<file path="config.mk">
export PLATFORM = sky130hd
export DESIGN_NAME = prism_sp_puzzle_fifo
export DESIGN_NICKNAME = d
export VERILOG_FILES = /design/src/rtl/prism_sp_puzzle_fifo.sv
export SDC_FILE = /design/constraint.sdc
export NUM_CORES = 1
export LEC_CHECK = 0
export CELL_PAD_IN_SITES_DETAIL_PLACEMENT = 1
export CELL_PAD_IN_SITES_GLOBAL_PLACEMENT = 2
export CORE_MARGIN = 2
export CORE_UTILIZATION = 52
export CTS_CLUSTER_DIAMETER = 40
export DETAILED_ROUTE_END_ITERATION = 16
export PLACE_DENSITY = 0.93
export RECOVER_POWER = 25
export SKIP_CTS_REPAIR_TIMING = 1
export SLEW_MARGIN = 40
export SYNTH_ARGS = -nofsm -noshare
export SYNTH_HDL_FRONTEND = slang
export SYNTH_SLANG_ARGS = --single-unit
</file>
<file path="constraint.sdc">
create_clock -name clock -period 8.1 [get_ports clock]
set_clock_uncertainty 0.1 [all_clocks]
set_input_delay 1.62 -clock clock [delete_from_list [all_inputs] [get_ports clock]]
set_output_delay 1.62 -clock clock [all_outputs]
set_load 0.05 [all_outputs]
</file>
<file path="src/rtl/prism_sp_puzzle_fifo.sv">
// First-word-fall-through FIFO with level, almost-full and sticky error flags.
// Optional statistics counters are compiled in with PRISM_SP_PUZZLE_FIFO_STATS_EN.
module prism_sp_puzzle_fifo #(
    parameter int WIDTH       = 32,
    parameter int DEPTH       = 16,
    parameter int AFULL_LEVEL = 12
) (
    input  logic                     clock,
    input  logic                     resetn,
    input  logic                     wr_en,
    input  logic [WIDTH-1:0]         wr_data,
    output logic                     full,
    output logic                     almost_full,
    input  logic                     rd_en,
    output logic [WIDTH-1:0]         rd_data,
    output logic                     empty,
    output logic [$clog2(DEPTH):0]   level,
    output logic                     overflow,
    output logic                     underflow,
    input  logic                     clear_err
`ifdef PRISM_SP_PUZZLE_FIFO_STATS_EN
    ,
    output logic [31:0]              stat_words,
    output logic [15:0]              stat_drops,
    output logic [$clog2(DEPTH):0]   stat_hiwater
`endif
);

    localparam int AW = $clog2(DEPTH);
    localparam int PW = AW + 1;

    logic [WIDTH-1:0] mem_q [DEPTH];
    logic [PW-1:0]    wr_ptr_q, wr_ptr_d;
    logic [PW-1:0]    rd_ptr_q, rd_ptr_d;
    logic             overflow_q, overflow_d;
    logic             underflow_q, underflow_d;
    logic             wr_acc, rd_acc, wr_rej, rd_rej;

    always_comb begin
        empty       = (wr_ptr_q == rd_ptr_q);
        full        = (wr_ptr_q[AW-1:0] == rd_ptr_q[AW-1:0]) && (wr_ptr_q[AW] != rd_ptr_q[AW]);
        level       = wr_ptr_q - rd_ptr_q;
        almost_full = (level >= PW'(AFULL_LEVEL));
        rd_data     = mem_q[rd_ptr_q[AW-1:0]];

        wr_acc = wr_en & ~full;
        wr_rej = wr_en & full;
        rd_acc = rd_en & ~empty;
        rd_rej = rd_en & empty;

        wr_ptr_d = wr_ptr_q + PW'(wr_acc);
        rd_ptr_d = rd_ptr_q + PW'(rd_acc);

        // A fresh error in the clearing cycle must survive the clear.
        overflow_d  = (overflow_q & ~clear_err) | wr_rej;
        underflow_d = (underflow_q & ~clear_err) | rd_rej;

        overflow  = overflow_q;
        underflow = underflow_q;
    end

    always_ff @(posedge clock or negedge resetn) begin
        if (!resetn) begin
            wr_ptr_q    <= '0;
            rd_ptr_q    <= '0;
            overflow_q  <= 1'b0;
            underflow_q <= 1'b0;
        end else begin
            wr_ptr_q    <= wr_ptr_d;
            rd_ptr_q    <= rd_ptr_d;
            overflow_q  <= overflow_d;
            underflow_q <= underflow_d;
        end
    end

    // Storage is deliberately not reset; the pointers define validity.
    always_ff @(posedge clock) begin
        if (wr_acc) begin
            mem_q[wr_ptr_q[AW-1:0]] <= wr_data;
        end
    end

`ifdef PRISM_SP_PUZZLE_FIFO_STATS_EN
    logic [31:0]   stat_words_q, stat_words_d, words_base;
    logic [15:0]   stat_drops_q, stat_drops_d, drops_base;
    logic [PW-1:0] stat_hiwater_q, stat_hiwater_d;

    always_comb begin
        words_base   = clear_err ? '0 : stat_words_q;
        drops_base   = clear_err ? '0 : stat_drops_q;
        stat_words_d = words_base + 32'(wr_acc);
        stat_drops_d = (wr_rej && (drops_base != 16'hFFFF)) ? drops_base + 16'd1 : drops_base;
        if (clear_err) begin
            stat_hiwater_d = '0;
        end else if (level > stat_hiwater_q) begin
            stat_hiwater_d = level;
        end else begin
            stat_hiwater_d = stat_hiwater_q;
        end
        stat_words   = stat_words_q;
        stat_drops   = stat_drops_q;
        stat_hiwater = stat_hiwater_q;
    end

    always_ff @(posedge clock or negedge resetn) begin
        if (!resetn) begin
            stat_words_q   <= '0;
            stat_drops_q   <= '0;
            stat_hiwater_q <= '0;
        end else begin
            stat_words_q   <= stat_words_d;
            stat_drops_q   <= stat_drops_d;
            stat_hiwater_q <= stat_hiwater_d;
        end
    end
`endif

endmodule

</file>
-- Word-level counts from Yosys, hierarchy flattened
Memory sizes are Yosys's and may differ from the RTL's.
Index checks and enable logic that the tools add are counted.
- bits in registers: 12
- bits in latches: 0
- memory bits (writable): 512
- bits in read-only memories: 0
- output and inout bits: 42
- logic and storage cells: 26
- memories: 1
- add/sub/neg operators: 3
- multiply operators: 0
- divide/modulo/power cells: 0
- order comparisons: 1
- equal/unequal tests: 3
- shift-type cells: 0
- muxes and demuxes: 2
- bitwise logic cells: 11
- reductions and logical operators: 1
- memory list (memory ; words ; width ; read ports ; clocked after memory_dff ; wr ports ; line ; source):
    mem_q ; 16 ; 32 ; 1 ; 0 ; 1 ; 32 ; logic [WIDTH-1:0] mem_q [DEPTH];
- operators with widths (operator ; number):
    adder 5 x 1 -> 5 bit ; 2
    AND 1 bit ; 6
    equality test 5 bit ; 1
    >= comparator 5 x 4 -> 1 bit (second input constant) ; 1
    subtractor 5 bit ; 1
    equality test 4 bit ; 1
    inverter 1 bit ; 3
    two-way mux 1 bit ; 2
    bitwise OR 1 bit ; 2
    logical AND 1 bit ; 1
    inequality test 1 bit ; 1

-- Longest topological paths before layout
Gate-level depths: netlist of run 1.
- depth after elaboration: 6
- depth in mapped cells: 12

-- Least setup slack after synthesis of run 1
Ideal clock, no wire load.
- path type: flip-flop to output port
- from: reg rd_ptr_q[2]
- to: out almost_full
- arrival: 3.273 ns
- slack: 3.107 ns
- stages on the path, launching flop included: 9
- buffers on the path: 3
- path through: dfrtp_1 buf_2 buf_1 buf_2 inv_1 ha_1 xnor2_1 nand2_1 o221ai_1
- longest elaborated chain between the ends: 2
- ends and longest elaborated chain (what ; line ; source):
    from (decl) ; 34 ; logic [PW-1:0] rd_ptr_q, rd_ptr_d;
    from (signal assigned) ; 70 ; rd_ptr_q <= rd_ptr_d;
    subtractor 5 bit ; 42 ; level = wr_ptr_q - rd_ptr_q;
    via level[2] ; 17 ; output logic [$clog2(DEPTH):0] level,
    >= comparator 5 x 4 -> 1 bit ; 43 ; almost_full = (level >= PW'(AFULL_LEVEL));
    to (decl) ; 13 ; output logic almost_full,
The timed path passes the listed nets, and every way through them passes these cells.

-- Worst setup path after layout of run 1
- from: reg rd_ptr_q[0]
- to: out rd_data[20]
- longest elaborated chain between the ends: 1
- ends and longest elaborated chain (what ; line ; source):
    memory (16 x 32 bit) ; n/a ;
    to (decl) ; 15 ; output logic [WIDTH-1:0] rd_data,
Every way passes these cells.

==> results of run 1 <==
critical path, delay by kind of cell (launching register included):
family	cells	cell delay [ns]
mux	1	0.60
buf+inv	2	1.30
compound gates	2	0.52
flops	1	0.87
cells in the final DEF, fill, tap and decap left out, types with 8 or more instances in the layout:
| cell | instances |
|---|---|
| a221oi_1 | 32 |
| buf_4 | 22 |
| clkbuf_16 | 61 |
| clkdlybuf4s50_1 | 57 |
| clkinv_1 | 10 |
| dfrtp_1 | 9 |
| dlygate4sd3_1 | 21 |
| edfxtp_1 | 512 |
| ha_1 | 8 |
| inv_1 | 13 |
| mux2i_1 | 96 |
| mux4_2 | 96 |
| nor2_4 | 12 |
| o21ai_0 | 43 |
| o21ai_1 | 26 |
worst min-delay path by stage:
stage / from / to / slack, ns / cells after the start
3_5_place_dp: wr_ptr_q[4] / wr_ptr_q[4] / 0.42 / 1
4_1_cts: wr_ptr_q[4] / wr_ptr_q[4] / 0.44 / 1
6_report: wr_ptr_q[4] / wr_ptr_q[4] / 0.43 / 1
5_1_grt: rd_ptr_q[4] / rd_ptr_q[4] / 0.46 / 1
2_1_floorplan: rd_ptr_q[4] / rd_ptr_q[4] / 0.40 / 1
3_3_place_gp: underflow / underflow / 0.42 / 2
power breakdown:
| part | switching (mW) | internal [mW] |
|---|---|---|
| combinational | 2.12 | 1.25 |
| sequential | 0.199 | 3.29 |
| clock | 1.09 | 1.61 |
logic make-up after synthesis:
group,count (synthesis),share of synthesized area
xor+xnor,10,0.00433
buf+inv,66,0.0191
flops,524,0.775
compound gates,104,0.0320
mux,192,0.154
simple gates,41,0.00965
fa+ha+maj,9,0.00594
layer usage:
layer / GRT usage / routed length (µm) / up-vias
met2: 0.410 / 24500 / 387
li1: - / - / 4165
met1: 0.318 / 18800 / 5265
met5: 0 / 0 / -
met4: 0.0846 / 1080 / 0
met3: 0.0413 / 2870 / 92
per-stage QoR:
stage | hold WS (ns) | utilization
4_1_cts | 0.435 | 0.613
6_report | 0.432 | 0.613
3_3_place_gp | 0.417 | 0.562
3_5_place_dp | 0.423 | 0.562
5_1_grt | 0.456 | 0.613
2_1_floorplan | 0.402 | -
registers in the layout (all words and copies together), names as in the netlist:
| signal | cells |
|---|---|
| underflow | 1 |
| wr_ptr_q | 5 |
| mem_q | 512 |
| overflow | 1 |
| rd_ptr_q | 5 |
final cells by class:
cell class | instances | share of cell area
timing repair buffer | 103 | 0.0418
clock buffer | 68 | 0.0657
sequential | 524 | 0.663
inverter | 13 | 0.00206
tap | 518 | 0.0274
clock inverter | 41 | 0.0184
multi-input combinational | 356 | 0.181
==> metrics, run 1 <==
top cells by count, synth edfxtp_1 (512), mux2i_1 (96), mux4_2 (96), o21ai_0 (43), a221oi_1 (32); die area between 40000 and 50000 µm²; Critical Path Max Stage Delay 0.87 ns; final instance area ~24000 µm²; Setup-failing EPs final 0; CP Class register to output port; DRT Pass-1 Iters 5; die height between 200 and 250 µm; Register Area about 16000 µm²; most frequent cell after synthesis edfxtp_1; Die W 201 µm; Yosys cell types 31; min Tclk post-route between 5 and 6 ns; worst hold path class register to register; Critical path origin rd_ptr_q[0]; Async SR Flop Fraction 0.0229; Clock Tree Buf Depth 3; worst reg-to-reg setup slack 3.85 ns; CP max FO 86; share of cells above drive strength 1 0.211; clock-pin slew on the worst setup and hold paths 0.06 ns; CTS Buf Count 59; reg2reg start rd_ptr_q[1]; max-cap violation count 0; final wirelength around 47 mm; RSZ-0062 raised after global routing no; Post-Syn Nets around 990; #FFs+latches synth about 520; Final period util 0.721; area post-placement 21700 µm²; Worst setup SP type register; Leak 7.72 nW; Core Region 38600 µm²; Num Clock Sinks roughly 520; Post-DP HPWL 25.6 mm; status finished, final reports clean; Skew-Pair Late Insertion Delay 0.60 ns; IO buf count 78; pins over their slew limit 0; Synth Warn # 0; worst-margin pin slew between 0.8 and 0.9 ns; dpl ws 2.80 ns; Fillers 3271; top-area cell type share of the netlist area 0.760; crit path to rd_data[20]; Mapped Cells approximately 950; initial antenna violation count 1; EDFF count, synth slightly above 500; I/O Pins 79; Root Driver clkbuf_16; via count 9909; Layout area overhead 16.9%; Fin. Hold Viols 0; area leader, netlist edfxtp_1; Non-Filler Instances 1623; # DRC 0; maximum VDD drop 0.000261 V; DR vias/cell between 6 and 7; Cell Count Post-Placement ~1500; Slew HR 0.436; H-Tree Depth 2; register area share after synthesis 0.775; largest net degree at the start of global routing 87; Starting Density 0.525; GRT Util Overall 0.241; pwr dens 404 nW/µm²; Wirelength per Cell 29.1 µm; DRT iter0 DRCs 777; path depth of the worst reg2reg path 8; synth top area cells edfxtp_1 (76%), mux4_2 (11%), mux2i_1 (4.7%); multi-input logic area ~4300 µm²; Req. time, crit path 6.38 ns; FP Rows 72; vias in the first global route 11081; RePlAce Congestion 0.716; Mean Syn Cell Area 21.4 µm²; Nets 1103; CP arrival 4.12 ns; Achievable Freq 171 MHz; slowest CP cell dfrtp_4; first-pass GRT wire length 71.8 mm; final setup margin approximately 2.3 ns; n_diodes 0; worst-path cell chain buf_12 > mux4_2 > o21ai_1 > o21ai_0 > clkdlybuf4s50_1; TritonCTS clock tree yes; GRT overflow 0; setup_tns 0 ns; Post-Syn Area around 20000 µm²; post-route total power 9.56 mW; CP endpoint kind output port; Antenna Nets Post-Route 0; ys flop type edfxtp_1; reg2reg end mem_q[13][23]
No activity file was read; power rests on OpenSTA's default activity.
==> inputs of run 2 (changes only) <==
--- a/config.mk
+++ b/config.mk
@@ -8,10 +8,10 @@
 export CELL_PAD_IN_SITES_DETAIL_PLACEMENT = 1
 export CELL_PAD_IN_SITES_GLOBAL_PLACEMENT = 2
 export CORE_MARGIN = 2
-export CORE_UTILIZATION = 52
+export CORE_UTILIZATION = 43
 export CTS_CLUSTER_DIAMETER = 40
 export DETAILED_ROUTE_END_ITERATION = 16
-export PLACE_DENSITY = 0.93
+export PLACE_DENSITY = 0.84
 export RECOVER_POWER = 25
 export SKIP_CTS_REPAIR_TIMING = 1
 export SLEW_MARGIN = 40
==> constraint.sdc (replaced) <==
create_clock -name clock -period 4.8 [get_ports clock]
set_clock_uncertainty 0.1 [all_clocks]
set_input_delay 0.96 -clock clock [delete_from_list [all_inputs] [get_ports clock]]
set_output_delay 0.96 -clock clock [all_outputs]
set_load 0.05 [all_outputs]
==> run 2 against run 1 <==
  * Via count down 0.58%
  * Die area up 20%
  * Total power up 78%
  * Setup slack worse by 1.6 ns
  * Highest routed layer unchanged
==> metrics, run 2 (synthesis results as in run 1) <==
status finished, final reports clean; CP Class register to output port; largest net degree at the start of global routing 107; slowest CP cell mux4_2; Post-DP HPWL 26.9 mm; Achievable Freq roughly 240 MHz; GRT overflow 0; via count 9852; Final period util 0.864; Wirelength per Cell roughly 28 µm; final wirelength 48.3 mm; Nets 1118; clock-pin slew on the worst setup and hold paths 0.06 ns; Buf+Inv Stages, Crit Path 3; P_sw 5.99 mW; vias in the first global route roughly 11000; RSZ-0062 raised after global routing no; worst-path cell chain buf_12 > buf_16 > mux4_2 > mux2i_1 > o21ai_0 > buf_4; CP arrival between 3 and 4 ns; initial antenna violation count 2; Sw Ratio 0.353; top cell family by delay on the critical path buffers and inverters; DRT iter0 DRCs between 700 and 800; Register Area 15700 µm²; die area 48800 µm²; FP Rows 79; Leak 8.02 nW; CP endpoint kind output port; Fillers 4093; worst hold path class register to register; part of the power in registers 0.345; setup_tns 0 ns; IO buf count 78; Post-Route Utilization 0.523; maximum VDD drop around 0.00052 V; Layout area overhead 20.0%; first-pass GRT wire length 72.5 mm; clock share of power 0.291; Worst setup SP type register; Non-Filler Instances between 1500 and 2000; Critical Path Max Stage Delay 0.58 ns; worst-margin pin slew about 0.66 ns; RePlAce Congestion 0.712; pwr dens around 700 nW/µm²; CP max FO 73; Die W 221 µm; Starting Density 0.436; Setup-failing EPs final 0; multi-input logic area 4290 µm²; Clock Tree Buf Depth 3; Skew-Pair Late Insertion Delay between 0.5 and 0.6 ns; DR vias/cell 5.70; hold slack 0.437 ns; CTS Buf Count 66; post-route total power 17.0 mW; Req. time, crit path 3.74 ns; GRT Util Overall 0.201; TritonCTS clock tree yes; share of cells above drive strength 1 0.255; most common cell after layout, fill and taps aside edfxtp_1; pins over their slew limit 0; combinational share of power 0.364; Num Clock Sinks approximately 520; Slew HR 0.555; DRT Pass-1 Iters 7; most frequent cells in the layout edfxtp_1 (512), mux4_2 (96), mux2i_1 (96); H-Tree Depth 3; Cell Count Post-Placement around 1600; Core Region 46500 µm²; # DRC 0; Fin. Hold Viols 0; Internal 11.0 mW; Root Driver clkbuf_16; die height 221 µm; min Tclk post-route 4.15 ns; Antenna Nets Post-Route 0; max reg flops 512; I/O Pins 79; max-cap violation count 0
## run 2: cell count changes in the layout (fill, tap and decap cells not counted), sizes merged
cell / delta
buf: +45
inv: +1
dlygate4sd3: -3
bufinv: -1
clkbuf: +9
diode: +1
clkdlybuf4s50: -34
clkinvlp: -2
## run 2: metal layers
layer | part of all wire | wire (µm) | track usage | vias to the layer above
met5 | 0 | 0 | 0 | -
met4 | 0.031 | 1480 | 0.0766 | 0
met3 | 0.060 | 2910 | 0.0438 | 98
met2 | 0.51 | 24400 | 0.335 | 352
met1 | 0.40 | 19500 | 0.259 | 5205
li1 | - | - | - | 4197
## run 2: worst paths after layout
path / start / to / slack (ns) / cells past startpoint
setup reg to reg: rd_ptr_q[1] / mem_q[5][13] / 1.22 / 7
hold / removal: wr_ptr_q[4] / wr_ptr_q[4] / 0.44 / 1
min in group asynchronous: resetn / rd_ptr_q[1] / 0.74 / 1
max in group asynchronous: resetn / rd_ptr_q[0] / 3.39 / 1
hold reg to reg: wr_ptr_q[4] / wr_ptr_q[4] / 0.44 / 1
setup / recovery: rd_ptr_q[0] / rd_data[2] / 0.65 / 6
## run 2: area by class of cell
type,instances,share of cell area
flip-flops and latches,524,0.646
multi-input cells,356,0.176
clock buffers,77,0.0741
repair buffers,111,0.0538
well taps,607,0.0313
clock inverters,39,0.0164
inverters,13,0.00201
diodes,1,0.000103
## run 2: stage by stage
step | instance area [µm²] | worst slack (ns)
2_1_floorplan | 20200 | 0.0251
3_3_place_gp | 22100 | 1.12
3_5_place_dp | 22100 | 1.18
4_1_cts | 24300 | 0.592
5_1_grt | 24300 | 0.516
6_report | 24300 | 0.654
## run 2: power groups by stage
stage,clock network (mW),registers [mW],logic [mW]
after detailed placement,0,5.96,6.23
after global routing,5.20,5.91,6.54
after CTS,5.02,5.88,6.27
final,4.94,5.87,6.19
after floorplan,0,5.75,4.17
after global placement,0,5.92,6.14
